`src/rtl/rr_arbiter_pkg.sv`:
```
// Shared types and helpers for the round-robin arbiter.
package rr_arbiter_pkg;

    typedef enum logic {
        IDLE = 1'b0,
        BUSY = 1'b1
    } arb_state_t;

    // Circular successor of idx within n slots.
    function automatic int unsigned next_index(input int unsigned idx, input int unsigned n);
        return (idx + 1) % n;
    endfunction

endpackage

```
`src/rtl/muxn.sv`:
```
// Generic N:1 data multiplexer over a flat N*W input bus.
module muxn #(
    parameter int N = 4,
    parameter int W = 32
) (
    input  logic [N*W-1:0]       data_i,
    input  logic [$clog2(N)-1:0] sel_i,
    output logic [W-1:0]         data_o
);

    logic [W-1:0] words [N];

    generate
        for (genvar gi = 0; gi < N; gi++) begin : g_unpack
            assign words[gi] = data_i[gi*W +: W];
        end
    endgenerate

    assign data_o = words[sel_i];

endmodule

```
`src/rtl/rr_arbiter_pick.sv`:
```
// Circular find-first: first valid requester after last_grant, wrapping modulo N.
module rr_pick
    import rr_arbiter_pkg::*;
#(
    parameter int N = 4
) (
    input  logic [N-1:0]         valid_i,
    input  logic [$clog2(N)-1:0] last_grant_i,
    output logic [$clog2(N)-1:0] winner_o,
    output logic                 any_valid_o
);

    localparam int IW = $clog2(N);

    logic [IW-1:0] search_idx;

    always_comb begin
        winner_o    = '0;
        any_valid_o = 1'b0;
        search_idx  = IW'(next_index(int'(last_grant_i), N));
        for (int k = 0; k < N; k++) begin
            if (!any_valid_o && valid_i[search_idx]) begin
                any_valid_o = 1'b1;
                winner_o    = search_idx;
            end
            search_idx = IW'(next_index(int'(search_idx), N));
        end
    end

endmodule

```
`src/rtl/rr_arbiter.sv`:
```
// Round-robin arbiter with packet locking; one registered output beat, latency 1.
module rr_arbiter
    import rr_arbiter_pkg::*;
#(
    parameter int N = 4,
    parameter int W = 32
) (
    input  logic                 clk,
    input  logic                 rst,
    input  logic [N-1:0]         req_valid,
    input  logic [N-1:0]         req_last,
    input  logic [N*W-1:0]       req_data,
    output logic [N-1:0]         req_ready,
    output logic                 out_valid,
    input  logic                 out_ready,
    output logic [W-1:0]         out_data,
    output logic [$clog2(N)-1:0] out_id,
    output logic                 out_last
);

    localparam int IW = $clog2(N);

    arb_state_t    state_q, state_d;
    logic [IW-1:0] owner_q, owner_d;
    logic [IW-1:0] last_grant_q, last_grant_d;

    logic          out_valid_q;
    logic [W-1:0]  out_data_q;
    logic [IW-1:0] out_id_q;
    logic          out_last_q;

    logic          can_load;
    logic [IW-1:0] pick_winner;
    logic          pick_any;
    logic [IW-1:0] grant_idx;
    logic          grant_en;
    logic          grant_last;
    logic [W-1:0]  mux_data;

    rr_pick #(.N(N)) u_pick (
        .valid_i      (req_valid),
        .last_grant_i (last_grant_q),
        .winner_o     (pick_winner),
        .any_valid_o  (pick_any)
    );

    muxn #(.N(N), .W(W)) u_mux (
        .data_i (req_data),
        .sel_i  (grant_idx),
        .data_o (mux_data)
    );

    // A stalled output register blocks every grant; a locked owner blocks all others.
    always_comb begin
        can_load     = !out_valid_q || out_ready;
        grant_idx    = pick_winner;
        grant_en     = 1'b0;
        grant_last   = 1'b0;
        state_d      = state_q;
        owner_d      = owner_q;
        last_grant_d = last_grant_q;
        case (state_q)
            IDLE: begin
                grant_idx  = pick_winner;
                grant_en   = can_load && pick_any;
                grant_last = req_last[pick_winner];
                if (grant_en) begin
                    last_grant_d = pick_winner;
                    if (!grant_last) begin
                        state_d = BUSY;
                        owner_d = pick_winner;
                    end
                end
            end
            BUSY: begin
                grant_idx  = owner_q;
                grant_en   = can_load && req_valid[owner_q];
                grant_last = req_last[owner_q];
                if (grant_en && grant_last) begin
                    state_d = IDLE;
                end
            end
            default: begin
                state_d = IDLE;
            end
        endcase
    end

    generate
        for (genvar gi = 0; gi < N; gi++) begin : g_ready
            assign req_ready[gi] = grant_en && (grant_idx == IW'(gi));
        end
    endgenerate

    always_ff @(posedge clk or negedge rst) begin
        if (!rst) begin
            state_q      <= IDLE;
            owner_q      <= '0;
            last_grant_q <= IW'(N - 1);
        end else begin
            state_q      <= state_d;
            owner_q      <= owner_d;
            last_grant_q <= last_grant_d;
        end
    end

    always_ff @(posedge clk or negedge rst) begin
        if (!rst) begin
            out_valid_q <= 1'b0;
            out_data_q  <= '0;
            out_id_q    <= '0;
            out_last_q  <= 1'b0;
        end else if (grant_en) begin
            out_valid_q <= 1'b1;
            out_data_q  <= mux_data;
            out_id_q    <= grant_idx;
            out_last_q  <= grant_last;
        end else if (out_ready) begin
            out_valid_q <= 1'b0;
        end
    end

    assign out_valid = out_valid_q;
    assign out_data  = out_data_q;
    assign out_id    = out_id_q;
    assign out_last  = out_last_q;

endmodule
```
`config.mk`:
```
export PLATFORM = sky130hd
export DESIGN_NAME = rr_arbiter
export DESIGN_NICKNAME = d
export VERILOG_FILES = /design/src/rtl/rr_arbiter_pkg.sv /design/src/rtl/muxn.sv /design/src/rtl/rr_arbiter_pick.sv /design/src/rtl/rr_arbiter.sv
export SDC_FILE = /design/constraint.sdc
export NUM_CORES = 1
export LEC_CHECK = 0
export CAP_MARGIN = 20
export CORE_MARGIN = 3
export CORE_UTILIZATION = 37
export CTS_CLUSTER_DIAMETER = 30
export DETAILED_ROUTE_END_ITERATION = 12
export GPL_ROUTABILITY_DRIVEN = 0
export PLACE_DENSITY = 0.81
export SYNTH_ARGS = -nofsm -noshare
export SYNTH_HDL_FRONTEND = slang
export SYNTH_SLANG_ARGS = --single-unit
```
`constraint.sdc`:
```
create_clock -name clk -period 1.9 [get_ports clk]
set_clock_uncertainty 0.15 [all_clocks]
set_input_delay 0.285 -clock clk [delete_from_list [all_inputs] [get_ports clk]]
set_output_delay 0.285 -clock clk [all_outputs]
set_load 0.02 [all_outputs]
```
==> flow_metrics.env, run 1 <==
export IMPL_cts_tree="done"
export IMPL_finalHoldViolations=0
export IMPL_insertion_delay_ps=300
export IMPL_cp_required_ps=1460
export IMPL_synth_top_cell_area_share=0.2828
export IMPL_setup_viol=43
export IMPL_p_leak_nw=2.692
export IMPL_reg2reg_depth=7
export IMPL_syn_to_final_growth_pct=92.64
export IMPL_ys_seq_area_frac=0.2980
export IMPL_ios=179
export IMPL_min_path_type="input pin to async pin"
export IMPL_yosys_warnings=0
export IMPL_outcome="finished with violations"
export IMPL_max_clock_freq_ghz=0.4264
export IMPL_dieArea_um2=10520
export IMPL_layout_filler_cells=611
export IMPL_final_nets=750
export IMPL_rsz0062_at_grt="yes"
export IMPL_cp_start_kind="register"
export IMPL_drt_iter0_drc=166
export IMPL_core_area_um2=8891
export IMPL_cts_max_path_buffers=2
export IMPL_synth_edf_count=0
export IMPL_worst_slew_pin_slew_ps=517.1
export IMPL_drive_gt1_frac=0.3578
export IMPL_numCtsBuffers=5
export IMPL_cts_sink_count=41
export IMPL_die_w_um=102.6
export IMPL_fin_tns_setup_ps=-12980
export IMPL_dp_final_hpwl_um=9843
export IMPL_grt_pass1_vias=4474
export IMPL_fin_crit_sh=1.234
export IMPL_drc=0
export IMPL_cts_root_buf="clkbuf_8"
export IMPL_power_density_nw_per_um2=1645
export IMPL_routedWlPerCell_um=21.45
export IMPL_reg2reg_to="out_data[19]"
export IMPL_grt_usage=0.2825
export IMPL_finalCriticalPeriod_ps=2345
export IMPL_overflow=0
export IMPL_yosys_area_top_type="dfrtp_1"
export IMPL_synth_nets=520
export IMPL_path_max_fanout=4
export IMPL_p_total_w=0.01094
export IMPL_antenna_found_initial=0
export IMPL_ir_drop_v=0.0008766
export IMPL_syn_area_um2=3451
export IMPL_wirelength_um=15450
export IMPL_netlist_top_cells_area="dfrtp_1 (28%), mux2i_1 (12%), mux2_2 (10%), a21o_1 (6.5%), a22oi_1 (6.3%)"
export IMPL_synthFlopType="dfrtp_1"
export IMPL_regArea_um2=1030
export IMPL_critPathBufInv=2
export IMPL_synth_seq_cells=41
export IMPL_worst_path_largest_cell_delay_ps=450
export IMPL_cp_cell_sequence="mux2i_1 -> nor3b_1 -> buf_4 -> o21ai_4 -> nor2_4 -> buf_6"
export IMPL_r2r_start="last_grant_q[1]"
export IMPL_die_h_um=102.6
export IMPL_yosys_top_cells_count="nand2_1 (42), mux2i_1 (40), dfrtp_1 (39), o21ai_0 (39), mux2_2 (32)"
export IMPL_n_antenna_cell=0
export IMPL_final_area_um2=6648
export IMPL_p_clk_frac=0.061
export IMPL_swShare=0.4337
export IMPL_internal_power_w=0.006193
export IMPL_rows=34
export IMPL_multi_input_area_um2=2673
export IMPL_synth_async_sr_flop_share=1.000
export IMPL_dr_pass1_iters=5
export IMPL_slew_limit_headroom=0.6553
export IMPL_final_util=0.7477
export IMPL_yosysMostFrequentCell="nand2_1"
export IMPL_r2r_setup_slack_ps=-400
export IMPL_seq_power_share=0.156
export IMPL_failed_checks="negative setup slack"
export IMPL_dpl_cell_area_um2=5700
export IMPL_maxCapViolCount=0
export IMPL_routed_via_density=5.864
export IMPL_initial_core_util=0.3881
export IMPL_clk_pin_slew_ps=90
export IMPL_criticalPathCategory="register to primary output"
export IMPL_crit_family="multiplexers"
export IMPL_p_sw_w=0.004743
export IMPL_cp_slowest_cell="mux2i_1"
export IMPL_cp_end_kind="primary output"
export IMPL_detail_route_antenna_nets=0
export IMPL_grt_max_degree=35
export IMPL_vias=4222
export IMPL_combPwrFrac=0.783
export IMPL_syn_area_per_cell_um2=9.057
export IMPL_htreeDepth=2
export IMPL_synthCells=381
export IMPL_finalWorstSetupSlack_ps=-445.3
export IMPL_grt_pass1_wl_um=23100
export IMPL_slew_violations=0
export IMPL_port_buffers=178
export IMPL_synth_cell_types=44
export IMPL_arrival_ps=1910
[cells in the final DEF (no fill, tap or decap), types with 3 or more instances in the layout]
master           instances
mux2i_2                 10
buf_4                   44
a211o_1                  4
clkdlybuf4s50_1        169
buf_6                   14
a22oi_1                  5
o211ai_2                 3
mux2i_4                  3
nor2_4                   5
buf_2                    3
clkbuf_8                 7
a21o_1                  30
o21ai_0                  9
a21oi_1                  3
mux2_2                  32
o21ai_2                 14
nor2_1                   7
o21ai_1                 15
buf_16                   4
dfrtp_1                 38
a22oi_2                 24
a31oi_1                  3
inv_1                    4
o211ai_1                26
buf_12                  14
nand2_1                 40
mux2i_1                 27
a21oi_4                  3
and3_4                   4
[repair_timing]
action | in CTS | in global routing
endpoints found under the setup margin | 44 | 44
resized for setup | 128 | 37
cloned | 8 | 2
pin swaps | 20 | 17
hold buffers | 1 | 0
setup buffers | 22 | 3
endpoints found under the hold margin | 10 | 0
[power by group through the flow]
stage               logic [W]  clock network (W)  registers (W)
floorplan             0.00373                  0        0.00209
global placement      0.00629                  0        0.00168
detailed placement    0.00646                  0        0.00170
CTS                   0.00800           0.000683        0.00169
global route          0.00904           0.000699        0.00175
finish                0.00856           0.000667        0.00171
[area by class of cell]
| cell class | instances | area share |
|---|---|---|
| Inverter | 5 | 0.003576 |
| Clock inverter | 1 | 0.0007529 |
| Multi-Input combinational cell | 303 | 0.4020 |
| Tap cell | 108 | 0.02033 |
| Clock buffer | 7 | 0.01449 |
| Sequential cell | 41 | 0.1549 |
| Timing Repair Buffer | 255 | 0.4039 |
[flip-flops by register name, indices dropped and copies added, names as in the netlist]
signal / count
out_data: 32
out_id: 2
out_valid: 1
last_grant_q: 2
state_q: 1
owner_q: 2
out_last: 1
[worst reg2reg max path, cell delays in order, from the launching register on]
cell,delay (ps)
dfstp_2,580
buf_6,120
o211ai_1,190
buf_4,220
and3_1,210
o21ai_0,310
a31oi_2,130
a211o_1,270
[cell families after synthesis]
logic type / after synthesis / synth area share
muxes: 73 / 0.2270
AOI/OAI and AO/OA: 152 / 0.3042
buffers and inverters: 39 / 0.06744
DFF: 41 / 0.2980
and+or+nand+nor: 76 / 0.1033
[how the worst max path moves through the flow]
stage,start,cells after the start,to,slack [ps]
after floorplan,last_grant_q[1],8,req_ready[1],-200
after global placement,req_valid[3],9,req_ready[0],-1020
after detailed placement,req_valid[3],9,req_ready[0],-1060
after CTS,last_grant_q[1],8,req_ready[2],-390
after global routing,owner_q[0],6,req_ready[1],-490
final,owner_q[0],6,req_ready[1],-450
[through the flow]
stage / hold slack (ps) / instances / setup slack [ps]
finish: 260.9 / 720 / -445.3
global route: 304.3 / 720 / -489.9
CTS: 267.9 / 716 / -392.7
detailed placement: 58.09 / 679 / -1059
global placement: 51.69 / 679 / -1017
floorplan: -160.6 / 381 / -196.8
[metal layers]
metal  track usage  share of wire  up-vias
met1        0.3305           0.36     2044
li1              -              -     1900
met2        0.4975           0.53      229
met3       0.05548          0.081       49
met5             0              0        -
met4        0.1282          0.038        0
No activity file was read; power rests on OpenSTA's default activity.
==> run 2, diff against run 1 <==
CAP_MARGIN = 30   (was 20)
==> results of run 2 <==
Final layout, timing and power as in run 1 (identical DEF).
